$ cat src/rtl/cache_lookup_ctrl.sv
// Lookup and fill controller for a 4-line fully associative cache.
// Read requests are compared against four stored tags. A hit returns the
// cached word; a miss reads the word from memory and fills a victim line.
// Every cycle it drives hit/index into the downstream LRU unit and takes
// that unit's lru_line as the replacement victim once all lines are valid.
// Ports:
//   clk, reset           clock, async active-high reset (shared with LRU unit)
//   req_valid/req_addr   request in; req_ready is high only while idle
//   resp_valid/data/hit  one-cycle response strobe with data and hit flag
//   mem_req/mem_addr     level memory read request, held until mem_valid
//   mem_valid/mem_data   one-cycle memory read return
//   lru_line             LRU unit's least-recently-used line
//   lru_hit/lru_index    LRU touch: 1 = touch lru_index, 0 = touch lru_line
module cache_lookup_ctrl #(
  parameter int unsigned ADDR_W = 8,
  parameter int unsigned DATA_W = 8
) (
  input  logic              clk,
  input  logic              reset,
  input  logic              req_valid,
  input  logic [ADDR_W-1:0] req_addr,
  output logic              req_ready,
  output logic              resp_valid,
  output logic [DATA_W-1:0] resp_data,
  output logic              resp_hit,
  output logic              mem_req,
  output logic [ADDR_W-1:0] mem_addr,
  input  logic              mem_valid,
  input  logic [DATA_W-1:0] mem_data,
  input  logic [1:0]        lru_line,
  output logic              lru_hit,
  output logic [1:0]        lru_index
);

  localparam int unsigned LINES = 4;
  localparam int unsigned IDX_W = 2;

  typedef enum logic [2:0] {IDLE, COMPARE, MISS, FILL, RESP} state_t;

  state_t state, state_nx;

  logic [LINES-1:0]  valid;
  logic [ADDR_W-1:0] tag  [LINES];
  logic [DATA_W-1:0] data [LINES];

  logic [ADDR_W-1:0] addr_q;
  logic [IDX_W-1:0]  victim_q;
  logic              all_valid_q;
  logic [IDX_W-1:0]  last_line;

  logic [LINES-1:0]  match_q, match_req;
  logic [IDX_W-1:0]  hit_idx_q, hit_idx_req, free_idx, victim_c, last_line_nx;
  logic              hit_q, hit_req;

  logic              req_ready_nx, resp_valid_nx, resp_hit_nx, mem_req_nx, lru_hit_nx;
  logic [DATA_W-1:0] resp_data_nx;
  logic [ADDR_W-1:0] mem_addr_nx;
  logic [IDX_W-1:0]  lru_index_nx;

  // Tag match against the latched address (COMPARE) and the incoming one
  // (so the COMPARE-cycle LRU touch can be registered at the accept edge).
  // Descending scan leaves the lowest matching / lowest invalid index.
  always_comb begin
    match_q     = '0;
    match_req   = '0;
    hit_idx_q   = '0;
    hit_idx_req = '0;
    free_idx    = '0;
    for (int i = LINES - 1; i >= 0; i--) begin
      match_q[i]   = valid[i] && (tag[i] == addr_q);
      match_req[i] = valid[i] && (tag[i] == req_addr);
      if (match_q[i])   hit_idx_q   = IDX_W'(i);
      if (match_req[i]) hit_idx_req = IDX_W'(i);
      if (!valid[i])    free_idx    = IDX_W'(i);
    end
  end

  assign hit_q    = |match_q;
  assign hit_req  = |match_req;
  assign victim_c = (&valid) ? lru_line : free_idx;

  // State register
  always_ff @(posedge clk or posedge reset) begin
    if (reset) state <= IDLE;
    else       state <= state_nx;
  end

  // Next-state logic
  always_comb begin
    state_nx = state;
    case (state)
      IDLE:    if (req_valid) state_nx = COMPARE;
      COMPARE: state_nx = hit_q ? RESP : MISS;
      MISS:    if (mem_valid) state_nx = FILL;
      FILL:    state_nx = RESP;
      RESP:    state_nx = IDLE;
      default: state_nx = IDLE;
    endcase
  end

  // Most recently touched line; drives the idempotent LRU re-touch
  always_comb begin
    last_line_nx = last_line;
    if (state == COMPARE && hit_q)       last_line_nx = hit_idx_q;
    else if (state == MISS && mem_valid) last_line_nx = victim_q;
  end

  // Control datapath: address latch, victim choice, valid bits
  always_ff @(posedge clk or posedge reset) begin
    if (reset) begin
      valid       <= '0;
      addr_q      <= '0;
      victim_q    <= '0;
      all_valid_q <= 1'b0;
      last_line   <= '0;
    end else begin
      if (state == IDLE && req_valid) addr_q <= req_addr;
      if (state == COMPARE && !hit_q) begin
        victim_q    <= victim_c;
        all_valid_q <= &valid;
      end
      last_line <= last_line_nx;
      if (state == MISS && mem_valid) valid[victim_q] <= 1'b1;
    end
  end

  // Tag/data storage; contents are qualified by valid so need no reset
  always_ff @(posedge clk) begin
    if (state == MISS && mem_valid) begin
      tag[victim_q]  <= addr_q;
      data[victim_q] <= mem_data;
    end
  end

  // Output logic: values for the state being entered, registered below
  always_comb begin
    req_ready_nx  = 1'b0;
    resp_valid_nx = 1'b0;
    resp_hit_nx   = resp_hit;
    resp_data_nx  = resp_data;
    mem_req_nx    = 1'b0;
    mem_addr_nx   = mem_addr;
    lru_hit_nx    = 1'b1;
    lru_index_nx  = last_line_nx;
    if (state == COMPARE && hit_q) begin
      resp_hit_nx  = 1'b1;
      resp_data_nx = data[hit_idx_q];
    end else if (state == MISS && mem_valid) begin
      resp_hit_nx  = 1'b0;
      resp_data_nx = mem_data;
    end
    case (state_nx)
      IDLE:    req_ready_nx = 1'b1;
      COMPARE: if (hit_req) lru_index_nx = hit_idx_req;
      MISS: begin
        mem_req_nx  = 1'b1;
        mem_addr_nx = addr_q;
      end
      // With all lines valid the victim is lru_line itself, so touch it
      FILL: begin
        lru_hit_nx   = !all_valid_q;
        lru_index_nx = victim_q;
      end
      RESP:    resp_valid_nx = 1'b1;
      default: req_ready_nx = 1'b0;
    endcase
  end

  // Output registers
  always_ff @(posedge clk or posedge reset) begin
    if (reset) begin
      req_ready  <= 1'b1;
      resp_valid <= 1'b0;
      resp_hit   <= 1'b0;
      resp_data  <= '0;
      mem_req    <= 1'b0;
      mem_addr   <= '0;
      lru_hit    <= 1'b1;
      lru_index  <= '0;
    end else begin
      req_ready  <= req_ready_nx;
      resp_valid <= resp_valid_nx;
      resp_hit   <= resp_hit_nx;
      resp_data  <= resp_data_nx;
      mem_req    <= mem_req_nx;
      mem_addr   <= mem_addr_nx;
      lru_hit    <= lru_hit_nx;
      lru_index  <= lru_index_nx;
    end
  end

endmodule

$ cat config.mk
export PLATFORM = sky130hd
export DESIGN_NAME = cache_lookup_ctrl
export DESIGN_NICKNAME = d
export VERILOG_FILES = /design/src/rtl/cache_lookup_ctrl.sv
export SDC_FILE = /design/constraint.sdc
export NUM_CORES = 1
export LEC_CHECK = 0
export CORE_UTILIZATION = 45
export CTS_CLUSTER_SIZE = 30
export DETAILED_ROUTE_END_ITERATION = 16
export MAX_ROUTING_LAYER = met4
export PLACE_DENSITY_LB_ADDON = 0.1
export SYNTH_ARGS = -nofsm -noshare
export SYNTH_HDL_FRONTEND = slang
export SYNTH_SLANG_ARGS = --single-unit
$ cat constraint.sdc
create_clock -name clk -period 2.9 [get_ports clk]
set_input_delay 0.435 -clock clk [delete_from_list [all_inputs] [get_ports clk]]
set_output_delay 0.435 -clock clk [all_outputs]
set_load 0.05 [all_outputs]
# Yosys cells after proc, flatten, opt, wreduce, memory -nomap -nowiden
# Memories as Yosys holds them, arrays and structs flattened.
# Cells that the tools add are included.
# totals
ramBits,64
mem_count,2
ff_bits,43
wordCells,88
out_inout_bits,23
in_bits,22
# op_classes
reduce_logical,21
n_lt_le_gt_ge,2
muxes,33
eq_ne,15
n_bitwise,1
# memory_table
memory,words,word_bits,rd,rd_ports_with_merged_regs,wr,line,text
data,4,8,1,0,1,44,logic [DATA_W-1:0] data [LINES];
tag,4,8,4,0,1,43,logic [ADDR_W-1:0] tag [LINES];
# op_table
operator,count
$eq A8 B8 Y1,8
$mux W2,16
$mux W8,2
$logic_and A1 B1 Y1,13
$eq A3 B2 Y1 const B,4
$pmux W3 S4,1
$mux W1,9
$mux W3,3
$reduce_or A4 Y1,2
$eq A3 B1 Y1 const B,2
$logic_not A3 Y1,2
$or A4 B4 Y4,1
$pmux W2 S2,1
$reduce_and A4 Y1,1
$eq A3 B3 Y1 const B,1
$lt A2 B3 Y1 const B,1
$demux W1 S2,1
$ge A2 B1 Y1 const B,1
$logic_not A1 Y1,2
$reduce_bool A2 Y1,1

# Depth between registers and ports, before layout
# Gate-level depths: netlist of the first run.
# logic_depth
depth_word,9
depth_mapped,10
depth_no_buf,7

# Worst setup path before layout of the first run
# OpenSTA, ideal clock, no wires.
# synth_path
path_type,reg-to-reg
startpoint,register state[2]
endpoint,"memory data[0][0], enable pin"
setup_ps,411
synth_period_minus_slack_ps,2571
t_required_ps,2489
arrival_time_ps,2160
n_path_buf,2
path_stages_with_launch,5
path_slack_ps,329
cell_sequence,dfrtp_1 -> clkbuf_1 -> nand4bb_1 -> clkbuf_1 -> nor3_1
# synth_between
elab_chain_len,4
# synth_rtl
element,line,text
start: declaration,40,"state_t state, state_nx;"
start signal: assignment,85,else state <= state_nx;
$eq A3 B2 Y1,129,if (state == MISS && mem_valid) begin
$logic_and A1 B1 Y1,129,
$mux W1,129,
$mux W1 (implied by the code),131,data[victim_q] <= mem_data;
end: declaration,44,
# No other way between the ends.

# Final worst setup path of the first run
# layout_path
startpoint,register addr_q[5]
endpoint,register resp_data[3]
# layout_between
elab_chain_len,8
elab_cells_between_ends,17
classes_between,4 x eq/ne; 5 x mux; 7 x reduce/logical; 1 x memory
# layout_rtl
element,line,text
start: declaration,46,logic [ADDR_W-1:0] addr_q;
start signal: assignment,117,if (state == IDLE && req_valid) addr_q <= req_addr;
$eq A8 B8 Y1,70,match_q[i] = valid[i] && (tag[i] == addr_q);
$logic_and A1 B1 Y1,70,
$mux W2 (4 in a row),72,if (match_q[i]) hit_idx_q = IDX_W'(i);
$mem_v2 Z4 W8,-,
$mux W8,145,if (state == COMPARE && hit_q) begin
end signal: assignment,184,resp_data <= resp_data_nx;
end: declaration,24,"output logic [DATA_W-1:0] resp_data,"
# Parallel ways exist; a longest one is shown, timed or not.
# A chain may end at the register's enable or synchronous reset.

==> metrics.yaml, run 1 <==
status: "finished clean"
period_needed_ns: 2.465
area_growth_syn_to_layout_pct: 16.56
fin_skew_ns: 0.009999
gr-total-overflow: 0
die_x_um: 107.1
synth_top_cells_by_count: "edfxtp_1 (64), xnor2_1 (55), dfrtp_1 (41), nand2_1 (25), nor2_1 (20)"
antenna_found_initial: 0
wirelength_um: 10970
total_power_uw: 5572
p_leak_uw: 0.002048
power_density_nw_per_um2: 961.3
grt_first_pass_wirelength_um: 17710
synthDistinctLibCells: 51
ant_nets: 0
synth_top_area_share: 0.3865
io_buffer_count: 44
hold_viol_final: 0
cpPeakStageDelay_ns: 0.54
clk_pin_slew_ns: 0.11
rows: 38
max-cap-violations: 0
placed_area_um2: 5589
cp-start-kind: "register"
endpoint_kind: "register"
rsz0062_at_grt: "false"
finalInstanceArea_um2: 5796
layout-drive-gt1-share: 0.1686
start_util: 0.4607
diodes: 0
synth_fa_ha_area_frac: 0
grt.total_usage: 0.2165
synth_xor_area_frac: 0.1127
period_share: 0.8499
worst_pin_slew_ns: 0.5947
critPathKind: "reg2reg"
rrSetupSlack_ns: 0.44
cts.path.max_buffers: 2
viasPerCell: 5.440
synth-compound-area-share: 0.06417
synth_area_um2: 4972
setup_violations: 0
avgRoutedWirePerCell_um: 19.15
synth.net_count: 405
core_um2: 10790
fmax_mhz: 405.7
synth.avg_cell_area_um2: 12.98
drt_iter0_drc: 182
yosysWarningCount: 0
cts_hold_buf: 0
drc: 0
hp-class: "in2async"
gp_congestion: 0.8824
first_pass_iters: 5
synth_seq_cells: 107
postCtsResizedCells: 0
synth_top_cell_by_area: "edfxtp_1"
cts_tree: "built"
postCtsSetupRepairBufs: 0
synth-edff-count: 64
cts_inserted_buffers: 9
ctsRootBufferMaster: "clkbuf_8"
tns_ns: 0
die_h_um: 107.1
final_nets: 450
ys_seq_area_frac: 0.6034
slew_headroom: 0.6023
synth_simple_gate_area_frac: 0.1293
cts_sinks: 107
synth_ff_type: "edfxtp_1"
clkLatencyLatePin_ns: 0.38
synthArstFlopShare: 0.4019
synth_top_family_by_area: "simple AND/OR/NAND/NOR gates"
synthMuxAreaShare: 0.06064
vdd_drop_max_mv: 0.5372
ios: 45
crit_slowest_cell: "nor3_4"
fin_util: 0.5370
cp.required_ns: 3.17
vias: 3117
worstPathArrival_ns: 2.74
crit_fanout: 10
hpwl_um: 7724
worstReg2RegEnd: "resp_data[3]$_DFFE_PP0P_"
crit_chain: "xnor2_1 -> nand3_1 -> nor3_4 -> nor2_4 -> a21oi_4 -> nor2_1 -> a221o_1"
htreeDepth: 3
r2r_cells: 7
yosys-top-cells-area: "edfxtp_1 (39%), dfrtp_1 (21%), xnor2_1 (9.7%), mux2_4 (2.4%), mux2_2 (2.0%)"
r2r_start: "addr_q[5]$_DFFE_PP0P_"
die-area_um2: 11470
yosysMostFrequentCell: "edfxtp_1"
grt_start_max_net_pins: 29
slew_violations: 0
syn-instance-count: 383
grt_pass1_vias: 3138
per-stage QoR:
step,hold WS (ns),worst slack (ns),instances
2_1_floorplan,0.3718,0.3293,383
3_5_place_dp,0.4122,0.4456,557
3_3_place_gp,0.4092,0.4460,557
5_1_grt,0.3659,0.2808,573
4_1_cts,0.3506,0.4658,573
6_report,0.3386,0.4354,573
layout make-up:
class	count	area (µm²)
inverters	5	18.77
well taps	140	175.2
multi-input cells	246	1829
clock buffers	9	123.9
clock inverters	7	82.58
repair buffers	59	565.5
fillers	913	4997
flip-flops and latches	107	3000
flip-flops by register name, indices dropped and copies added (netlist names), 2 cells and up:
name / cells
data: 32
state: 3
victim_q: 2
last_line: 2
valid: 4
tag: 32
resp_data: 8
lru_index: 2
addr_q: 8
mem_addr: 8
layout by cell type, fill, tap and decap left out, types with 4 or more instances in the layout:
master,instances
nor3_1,12
a31oi_1,7
or2_2,7
dfrtp_1,41
clkdlybuf4s50_1,44
nand3_1,15
edfxtp_1,64
mux2_2,9
nand2b_1,4
nor2_1,20
nand4_1,8
o21ai_1,4
mux2i_1,8
mux2_4,8
xor2_1,9
o32ai_1,6
buf_4,14
a21oi_1,7
nand2_1,25
o21ai_0,13
clkbuf_8,9
xnor2_1,55
how the worst max path moves through the flow:
stage | slack (ns) | end | depth (start not counted) | start
2_1_floorplan | 0.33 | data[0][0]$_DFFE_PP_ | 4 | state[2]$_DFF_PP0_
3_3_place_gp | 0.45 | resp_data[3]$_DFFE_PP0P_ | 7 | addr_q[5]$_DFFE_PP0P_
3_5_place_dp | 0.45 | lru_index[0]$_DFF_PP0_ | 8 | mem_valid
4_1_cts | 0.47 | resp_data[3]$_DFFE_PP0P_ | 7 | addr_q[6]$_DFFE_PP0P_
5_1_grt | 0.28 | resp_data[3]$_DFFE_PP0P_ | 7 | addr_q[3]$_DFFE_PP0P_
6_report | 0.44 | resp_data[3]$_DFFE_PP0P_ | 7 | addr_q[5]$_DFFE_PP0P_
power by group:
part	internal, µW	switching (µW)
Sequential	2050	411
Combinational	934	1210
Clock	413	552
Total	3390	2180
metal layers:
| layer | wire length (µm) | GRT usage | vias to the layer above | part of all wire |
|---|---|---|---|---|
| li1 | - | - | 1454 | - |
| met1 | 5141 | 0.3113 | 1545 | 0.47 |
| met2 | 5045 | 0.3143 | 103 | 0.46 |
| met3 | 626 | 0.03769 | 15 | 0.057 |
| met4 | 161 | 0.06458 | 0 | 0.015 |
| met5 | 0 | - | - | 0 |
logic make-up after synthesis:
group | after synthesis
AO/OA/AOI/OAI | 47
XOR/XNOR | 64
buffers and inverters | 30
flip-flops | 107
multiplexers | 25
AND/OR/NAND/NOR | 110
critical path: cells and delay by family, from the launching register on:
family | cells | cell delay (ns)
and+or+nand+nor | 4 | 0.94
AOI/OAI and AO/OA | 2 | 0.64
DFF | 1 | 0.52
xor gates and xnor gates | 1 | 0.25
No activity file was read; power rests on OpenSTA's default activity.
==> run 2: changes to the inputs <==
==> constraint.sdc (replaced) <==
create_clock -name clk -period 2.4 [get_ports clk]
set_input_delay 0.36 -clock clk [delete_from_list [all_inputs] [get_ports clk]]
set_output_delay 0.36 -clock clk [all_outputs]
set_load 0.05 [all_outputs]
==> run 2 against run 1 <==
Sequential power grew 21%. Sequential share of layout area shrank 1.3 points. Utilization grew 1.4 points. First-iteration DRC count grew 23%. Worst setup slack lost 0.31 ns. Critical endpoint is now mem_addr[3]$_DFFE_PP0P_. Clock-buffer cell count grew 3. Critical path depth grew 1. Global-route usage grew 0.19 points. Die area is the same. Combinational power grew 25%.
==> metrics.yaml, run 2 (synthesized netlist as in run 1, its figures left out) <==
status: "finished clean"
pwr-share-comb: 0.390  # +0.005
multi_input_area_um2: 1829  # unchanged
period_share: 0.9471  # +0.09723
wirelength_um: 11170  # +1.8%
ant_nets: 0  # unchanged
gp_congestion: 0.8433  # -4.4%
endpoint_kind: "register"
vdd_drop_max_mv: 0.4664  # -13%
layoutNonFillerInstCount: 589  # +2.8%
start_util: 0.4607  # unchanged
dp_cells: 572  # +2.7%
vias: 3139  # +0.71%
hold_viol_final: 0  # unchanged
slew_headroom: 0.6007  # -0.001576
grt_first_pass_wirelength_um: 17670  # -0.20%
tns_ns: 0  # unchanged
final_cell_mix: "edfxtp_1 (64), xnor2_1 (55), clkdlybuf4s50_1 (44)"
slew_violations: 0  # unchanged
layout_commonest_cell: "edfxtp_1"
setup_violations: 0  # unchanged
internal_power_uw: 4289  # +26%
viasPerCell: 5.329  # -2.0%
hpwl_um: 7905  # +2.3%
drc: 0  # unchanged
grt_start_max_net_pins: 28  # -3.4%
clk_pin_slew_ns: 0.10  # about the same
grt_pass1_vias: 3112  # -0.83%
seq_area_um2: 3003  # about the same
layout-drive-gt1-share: 0.1982  # +0.02963
die_h_um: 107.1  # unchanged
cts_tree: "built"
cts_sinks: 107  # unchanged
critPathKind: "reg2reg"
final_nets: 466  # +3.6%
pwr-share-seq: 0.431  # -0.010
io_buffer_count: 44  # unchanged
cts_hold_buf: 0  # unchanged
worst_pin_slew_ns: 0.5935  # -0.001179 ns
grt.total_usage: 0.2184  # +0.001885
swShare: 0.3763  # -0.01432
avgRoutedWirePerCell_um: 18.96  # -0.99%
diodes: 0  # unchanged
gr-total-overflow: 0  # unchanged
period_needed_ns: 2.273  # -0.1916 ns
htreeDepth: 3  # unchanged
rsz0062_at_grt: "false"
ios: 45  # unchanged
fmax_mhz: 439.9  # +8.4%
hp-class: "in2async"
cp.required_ns: 2.65  # -0.52 ns
fin_util: 0.5508  # +0.01380
rows: 38  # unchanged
worstPathArrival_ns: 2.53  # -0.21 ns
dp_slack_ns: 0.1153  # -0.3303 ns
cts_inserted_buffers: 9  # unchanged
p_leak_uw: 0.002136  # +4.3%
cts.path.max_buffers: 2  # unchanged
first_pass_iters: 5  # unchanged
power_frac_clock: 0.179  # +0.006
fin_skew_ns: 0.01144  # +0.001438 ns
clkLatencyLatePin_ns: 0.37  # about the same
max-cap-violations: 0  # unchanged
core_um2: 10790  # unchanged
num-fill-cells: 936  # +2.5%
cp-start-kind: "register"
area_growth_syn_to_layout_pct: 19.55
die_x_um: 107.1  # unchanged
switchingPower_uw: 2588  # +19%
power_density_nw_per_um2: 1157  # +20%
crit_fanout: 10  # unchanged
die-area_um2: 11470  # unchanged
drt_iter0_drc: 223  # +23%
ctsRootBufferMaster: "clkbuf_8"
antenna_found_initial: 0  # unchanged
setup_ws_ns: 0.1270  # -0.3084 ns
reg_top3: "data (32), tag (32)"
## run 2: changes by cell type in the layout (fill, tap and decap cells not counted)
cell	previous run	this run
buf_12	1	2
buf_4	14	29
bufinv_16	1	2
clkbuf_1	0	2
clkbuf_8	9	10
clkinv_4	1	0
dfrtp_1	41	39
dfrtp_2	0	2
inv_6	2	0
inv_8	1	0
## run 2: final timing paths
path                                         startpoint                 endpoint  slack, ns  cells past startpoint
worst max-delay path              addr_q[5]$_DFFE_PP0P_  mem_addr[3]$_DFFE_PP0P_       0.13                      8
worst min-delay path                              reset  mem_addr[7]$_DFFE_PP0P_       0.30                      2
worst max register to register    addr_q[5]$_DFFE_PP0P_  mem_addr[3]$_DFFE_PP0P_       0.13                      8
worst min register to register  all_valid_q$_DFFE_PP0P_        lru_hit$_DFF_PP1_       0.43                      1
max in group asynchronous                         reset      req_ready$_DFF_PP1_       1.53                      3
min in group clk                all_valid_q$_DFFE_PP0P_        lru_hit$_DFF_PP1_       0.43                      1
## run 2: critical path: stages, from the launching register on
cell and delay, ns:
dfrtp_1 0.53, xnor2_1 0.30, nand3_1 0.19, nor3_4 0.36, nor2_4 0.13, nand4b_4 0.13
a21oi_4 0.07, buf_12 0.16, mux2_4 0.29
## run 2: layer usage
layer / wire [µm] / track usage
met5: 0 / -
met4: 96 / 0.06360
met1: 5435 / 0.3213
met3: 674 / 0.03769
met2: 4963 / 0.3101
## run 2: timing repair
action / CTS / global route
endpoints found under the hold margin: 0 / 0
setup buffers: 0 / 1
resized for setup: 0 / 2
setup endpoints to repair: 0 / 16
## run 2: power by group through the flow
stage | Clock, µW | Combinational [µW] | Sequential [µW]
global placement | 0 | 2680 | 2990
global route | 1320 | 2890 | 3030
detailed placement | 0 | 2700 | 3010
floorplan | 0 | 1530 | 3330
CTS | 1260 | 2710 | 2970
finish | 1230 | 2680 | 2970
## run 2: final cells by class
| cell class | count | share of cell area |
|---|---|---|
| clock inverters | 4 | 0.01263 |
| multi-input cells | 246 | 0.3077 |
| clock buffers | 12 | 0.02442 |
| repair buffers | 75 | 0.1174 |
| well taps | 140 | 0.02947 |
| inverters | 5 | 0.003157 |
| flip-flops and latches | 107 | 0.5052 |
## run 2: stage by stage
step / hold slack (ns) / cell area, µm² / power [µW]
floorplan: 0.3718 / 4977 / 4863
global placement: 0.4242 / 5714 / 5672
detailed placement: 0.4291 / 5714 / 5702
CTS: 0.3141 / 5934 / 6932
global route: 0.3323 / 5944 / 7246
finish: 0.3032 / 5944 / 6878
